===== config.mk =====
export PLATFORM = sky130hd
export DESIGN_NAME = softmax_slot_scheduler
export DESIGN_NICKNAME = d
export VERILOG_FILES = /design/src/rtl/softmax_slot_scheduler.sv
export SDC_FILE = /design/constraint.sdc
export NUM_CORES = 1
export LEC_CHECK = 0
export ABC_AREA = 1
export ABC_CLOCK_PERIOD_IN_PS = 3090
export CAP_MARGIN = 20
export CORE_MARGIN = 2
export CORE_UTILIZATION = 59
export CTS_BUF_LIST = sky130_fd_sc_hd__clkbuf_8
export DETAILED_ROUTE_END_ITERATION = 6
export GPL_TIMING_DRIVEN = 0
export HOLD_SLACK_MARGIN = 0.1
export PLACE_DENSITY = 0.87
export RECOVER_POWER = 25
export SYNTH_ARGS = -nofsm -noshare
export SYNTH_HDL_FRONTEND = slang
export SYNTH_SLANG_ARGS = --single-unit
export TNS_END_PERCENT = 30

===== constraint.sdc =====
create_clock -name clk -period 3.09 [get_ports clk]
set_input_delay 0.618 -clock clk [delete_from_list [all_inputs] [get_ports clk]]
set_output_delay 0.618 -clock clk [all_outputs]
set_load 0.005 [all_outputs]

===== src/rtl/softmax_slot_scheduler.sv =====
// Dispatches tile row-streams onto a pool of softmax engines and retires finished
// rows in arrival order, pulsing a per-engine synchronous reset after each retirement.
module softmax_slot_scheduler #(
  parameter int NUM_SLOT      = 4,
  parameter int TILES_PER_ROW = 8,
  parameter int ROW_ID_W      = 16
) (
  input  logic                          clk,
  input  logic                          rst_n,
  input  logic                          in_valid,
  input  logic                          in_last,
  output logic                          in_ready,
  output logic [NUM_SLOT-1:0]           slot_valid,
  input  logic [NUM_SLOT-1:0]           slot_done,
  output logic [NUM_SLOT-1:0]           slot_rst_n,
  output logic                          out_valid,
  input  logic                          out_ready,
  output logic [$clog2(NUM_SLOT)-1:0]   out_slot,
  output logic [ROW_ID_W-1:0]           out_row_id,
  output logic [$clog2(NUM_SLOT):0]     occupancy,
  output logic                          err_len,
  output logic [3*NUM_SLOT-1:0]         dbg_slot_state
);

  localparam int PW = $clog2(NUM_SLOT);
  localparam int CW = $clog2(TILES_PER_ROW + 1);

  // Handshakes: a tile moves when in_valid & in_ready; a row retires when
  // out_valid & out_ready. Neither valid depends on its own ready.
  typedef enum logic [2:0] {
    S_IDLE      = 3'd0,
    S_LOADING   = 3'd1,
    S_COMPUTING = 3'd2,
    S_DONE      = 3'd3,
    S_CLEAR     = 3'd4
  } slot_state_e;

  slot_state_e         state_q  [NUM_SLOT];
  slot_state_e         state_d  [NUM_SLOT];
  logic [ROW_ID_W-1:0] row_id_q [NUM_SLOT];
  logic [ROW_ID_W-1:0] row_id_d [NUM_SLOT];
  logic [PW-1:0]       load_ptr_q, load_ptr_d;
  logic [PW-1:0]       ret_ptr_q, ret_ptr_d;
  logic [CW-1:0]       tile_cnt_q, tile_cnt_d;
  logic [ROW_ID_W-1:0] row_cnt_q, row_cnt_d;
  logic                err_len_q, err_len_d;
  logic [NUM_SLOT-1:0] slot_rst_n_q, slot_rst_n_d;

  logic          accept;
  logic          retire;
  logic          row_end;
  logic          load_idle;
  logic [CW-1:0] tile_num;
  logic [PW:0]   occ;

  always_comb begin
    in_ready   = rst_n & ((state_q[load_ptr_q] == S_IDLE) || (state_q[load_ptr_q] == S_LOADING));
    accept     = in_valid & in_ready;
    out_valid  = (state_q[ret_ptr_q] == S_DONE);
    retire     = out_valid & out_ready;
    load_idle  = (state_q[load_ptr_q] == S_IDLE);
    tile_num   = tile_cnt_q + CW'(1);
    row_end    = (tile_num == CW'(TILES_PER_ROW));

    load_ptr_d = load_ptr_q;
    ret_ptr_d  = ret_ptr_q;
    tile_cnt_d = tile_cnt_q;
    row_cnt_d  = row_cnt_q;
    err_len_d  = err_len_q;
    slot_valid = '0;
    occ        = '0;
    dbg_slot_state = '0;

    // Row end is decided by the tile count; in_last is only cross-checked.
    if (accept) begin
      tile_cnt_d = row_end ? '0 : tile_num;
      if (row_end) load_ptr_d = load_ptr_q + PW'(1);
      if (load_idle) row_cnt_d = row_cnt_q + ROW_ID_W'(1);
      if (in_last != row_end) err_len_d = 1'b1;
    end
    if (retire) ret_ptr_d = ret_ptr_q + PW'(1);

    for (int s = 0; s < NUM_SLOT; s++) begin
      state_d[s]  = state_q[s];
      row_id_d[s] = row_id_q[s];
      case (state_q[s])
        S_IDLE, S_LOADING: begin
          if (accept && (load_ptr_q == PW'(s))) begin
            slot_valid[s] = 1'b1;
            if (state_q[s] == S_IDLE) row_id_d[s] = row_cnt_q;
            state_d[s] = row_end ? S_COMPUTING : S_LOADING;
          end
        end
        S_COMPUTING: if (slot_done[s]) state_d[s] = S_DONE;
        S_DONE:      if (retire && (ret_ptr_q == PW'(s))) state_d[s] = S_CLEAR;
        S_CLEAR:     state_d[s] = S_IDLE;
        default:     state_d[s] = S_IDLE;
      endcase
      slot_rst_n_d[s] = (state_d[s] != S_CLEAR);
      if (state_q[s] != S_IDLE) occ = occ + (PW+1)'(1);
      dbg_slot_state[3*s +: 3] = state_q[s];
    end

    occupancy  = occ;
    out_slot   = ret_ptr_q;
    out_row_id = row_id_q[ret_ptr_q];
    err_len    = err_len_q;
    // The flop tracks CLEAR exactly; rst_n forces every engine into reset meanwhile.
    slot_rst_n = slot_rst_n_q & {NUM_SLOT{rst_n}};
  end

  always_ff @(posedge clk) begin
    if (!rst_n) begin
      for (int s = 0; s < NUM_SLOT; s++) begin
        state_q[s]  <= S_IDLE;
        row_id_q[s] <= '0;
      end
      load_ptr_q   <= '0;
      ret_ptr_q    <= '0;
      tile_cnt_q   <= '0;
      row_cnt_q    <= '0;
      err_len_q    <= 1'b0;
      slot_rst_n_q <= '1;
    end else begin
      for (int s = 0; s < NUM_SLOT; s++) begin
        state_q[s]  <= state_d[s];
        row_id_q[s] <= row_id_d[s];
      end
      load_ptr_q   <= load_ptr_d;
      ret_ptr_q    <= ret_ptr_d;
      tile_cnt_q   <= tile_cnt_d;
      row_cnt_q    <= row_cnt_d;
      err_len_q    <= err_len_d;
      slot_rst_n_q <= slot_rst_n_d;
    end
  end

endmodule

==> out/metrics.yaml <==
endpoint_kind: "output pin"
hp-class: "reg2reg"
grt.total_usage: 0.275
synth_flop_cell: "edfxtp_1"
cts_sinks: 109
dpl-instance-area_sq_um: 5890
crit_family: "simple AND/OR/NAND/NOR gates"
grt_pass1_wl_um: 20900
sw_frac_of_total: 0.247
top_layer: "met4"
setup_violations: 0
finClkSkew_ns: 0.0133
tightestPinTransition_ns: 0.788
dr.first_iter.drc_count: 451
first_global_vias: 4313
relSlewSlack: 0.473
io_pins: 53
final-max-slew-violation-count: 0
clkPwrFrac: 0.334
met2_length_um: 6510
synth_top_area_share: 0.367
cts.path.max_buffers: 2
final_cell_mix: "nor2_1 (128), nand2_1 (72), inv_1 (68), edfxtp_1 (64), clkdlybuf4s50_1 (46)"
numCtsBuffers: 9
synthTopCellsByArea: "edfxtp_1 (37%), dfxtp_1 (17%), nor2_1 (9.1%)"
power_mw: 2.63
p_comb_frac: 0.061
drc: 0
crit_fanout: 3
vias: 4528
cts_root_buf: "clkbuf_8"
worst_setup_path_start_kind: "flop"
antenna_found_initial: 0
rsz0062_at_grt: "yes"
peakVddDrop_mv: 0.241
path_cells: "inv_1 -> nand2_2 -> nor2_4 -> inv_1 -> ha_4 -> or2_2 -> nand2_2 -> inv_1 -> ha_1 -> nand2_1 -> nand2_1 -> dlygate4sd2_1"
synth_edf_count: 64
min_period_ns: 3.02
syn_area_per_cell_sq_um: 8.80
initial_utilization: 0.603
synth_cell_types: 38
cts_tree: "done"
wl_met1_um: 5250
outcome: "finished clean"
fin_cells: 774
synth_top_area_cell: "edfxtp_1"
die_h_um: 98.2
hold_path_end: "err_len"
grt-ovfl-total: 0
grt_max_degree: 21
fin_area_sq_um: 6100
htree_levels: 3
worst_path_max_delay_cell: "dfxtp_1"
port_buffers: 52
n_antenna_cell: 0
dr.pass1.iters: 5
critical_path_arrival_ns: 2.40
clock.fmax_mhz: 332
p_int_mw: 1.98
synthCells: 594
finalCritPeriodShare: 0.976
routed_wl_um: 13000
cpPeakStageDelay_ns: 0.34
synth_nets: 616
wl_per_cell_um: 16.8
insertion_delay_ns: 0.39
gp_congestion: 0.903
maxCapViolCount: 0
r2r-start: "state_q[1][2]"
postLayoutCoreUtil: 0.702
layout.nets: 683
hold_start: "err_len"
synth-seq-cells: 109
final_common_cell: "nor2_1"
die_area_sq_um: 9630
dp_cells: 754
rows: 34
reg2reg_to: "row_id_q[2][7]"
p_switching_mw: 0.651
ant_nets: 0
post-dp-hpwl_um: 9140
dieWidth_um: 98.2
yosysSeqAreaShare: 0.540
hold_viol_final: 0
power_density_nw_per_um2: 432
ff2ff_setup_slack_ns: 0.20
drive_above_1_share: 0.0826
seqPwrFrac: 0.605
area_growth_pct: 16.6
core_sq_um: 8680
async_flop_share: 0
met3WireLength_um: 1010
synth_warnings: 0
reg2regPathDepth: 11
criticalPathCategory: "reg2out"
critical_path_required_ns: 2.47
p_leak_nw: 2.27
finalSetupTns_ns: 0
avgViaCountPerCell: 5.85
min_delay_path_depth: 2
synth_area_sq_um: 5230
cpMostUsedCell: "inv_1"
cts.clk_slew.worst_paths_ns: 0.11
path_buf_inv: 4
==> kinds of logic after synthesis <==
kind of cell | count (synthesis) | synth area share
AO/OA/AOI/OAI | 100 | 0.105
XOR/XNOR | 11 | 0.0184
adder cells (fa/ha/maj) | 13 | 0.0311
buffers and inverters | 92 | 0.0746
flip-flops | 109 | 0.540
AND/OR/NAND/NOR | 269 | 0.231
==> cell type report <==
type	instances	area [sq um]
Fill cell	636	2580
Buffer	21	108
Clock inverter	6	62.6
Multi-Input combinational cell	393	2020
Tap cell	108	135
Inverter	70	264
Sequential cell	109	2820
Clock buffer	10	138
Timing Repair Buffer	57	547
==> worst max path at each step <==
stage / start / endpoint / slack, ns / depth (start not counted)
after CTS: state_q[1][2] / occupancy[0] / 0.006 / 9
after global placement: rst_n / in_ready / -0.42 / 6
after global routing: flop / out_row_id[5] / -0.05 / 6
final: state_q[1][2] / occupancy[1] / 0.07 / 12
after floorplan: state_q[0][1] / occupancy[2] / 0.59 / 11
after detailed placement: rst_n / in_ready / -0.46 / 6
==> cells in the mapped netlist, types with 11 or more instances <==
| cell | count |
|---|---|
| a21oi_1 | 28 |
| clkbuf_1 | 12 |
| dfxtp_1 | 45 |
| edfxtp_1 | 64 |
| ha_1 | 13 |
| inv_1 | 68 |
| nand2_1 | 71 |
| nand3_1 | 25 |
| nor2_1 | 127 |
| nor3_1 | 11 |
| o21ai_0 | 45 |
| o22ai_1 | 17 |
| xor2_1 | 11 |
==> what timing repair did <==
action                     CTS  global route
setup endpoints to repair   11            16
hold buffers                 0             0
cloned                       0             0
pin swaps                    4             0
setup buffers                5             0
resized for setup           14            14
==> power groups by stage <==
stage	logic [mW]	clock network [mW]	registers, mW
6_report	0.162	0.880	1.59
5_1_grt	0.176	0.930	1.60
3_5_place_dp	0.164	0	1.63
3_3_place_gp	0.158	0	1.62
4_1_cts	0.167	0.878	1.59
2_1_floorplan	0.0848	0	1.62
==> worst register-to-register path: stages (launching register included) <==
cell and delay (ns):
dfxtp_1 0.34, inv_1 0.09, nand2_2 0.08, buf_4 0.15, nand2_1 0.05, nand3_1 0.09
nand2_1 0.22, nand3_4 0.17, nor2_1 0.15, nand2_1 0.27, buf_2 0.31, nand2_1 0.59
==> state kept, by name, summed over array words and instances, names as in the netlist, named ones only <==
name,flops
err_len,1
load_ptr_q,2
out_slot,2
row_cnt_q,16
row_id_q,64
slot_rst_n_q,4
state_q,12
tile_cnt_q,4
==> metrics by stage <==
step / hold slack [ns] / worst slack, ns
after floorplan: 0.453 / 0.590
after global routing: 0.522 / -0.0459
after CTS: 0.491 / 0.00585
final: 0.485 / 0.0737
after global placement: 0.459 / -0.424
after detailed placement: 0.475 / -0.458
==> layer usage <==
metal  global-route usage  vias to the layer above
li1                     -                     2114
met1                0.358                     2149
met2                0.456                      236
met3               0.0523                       29
met4                0.115                        0
met5                    0                        -
No activity file was read; power rests on OpenSTA's default activity.
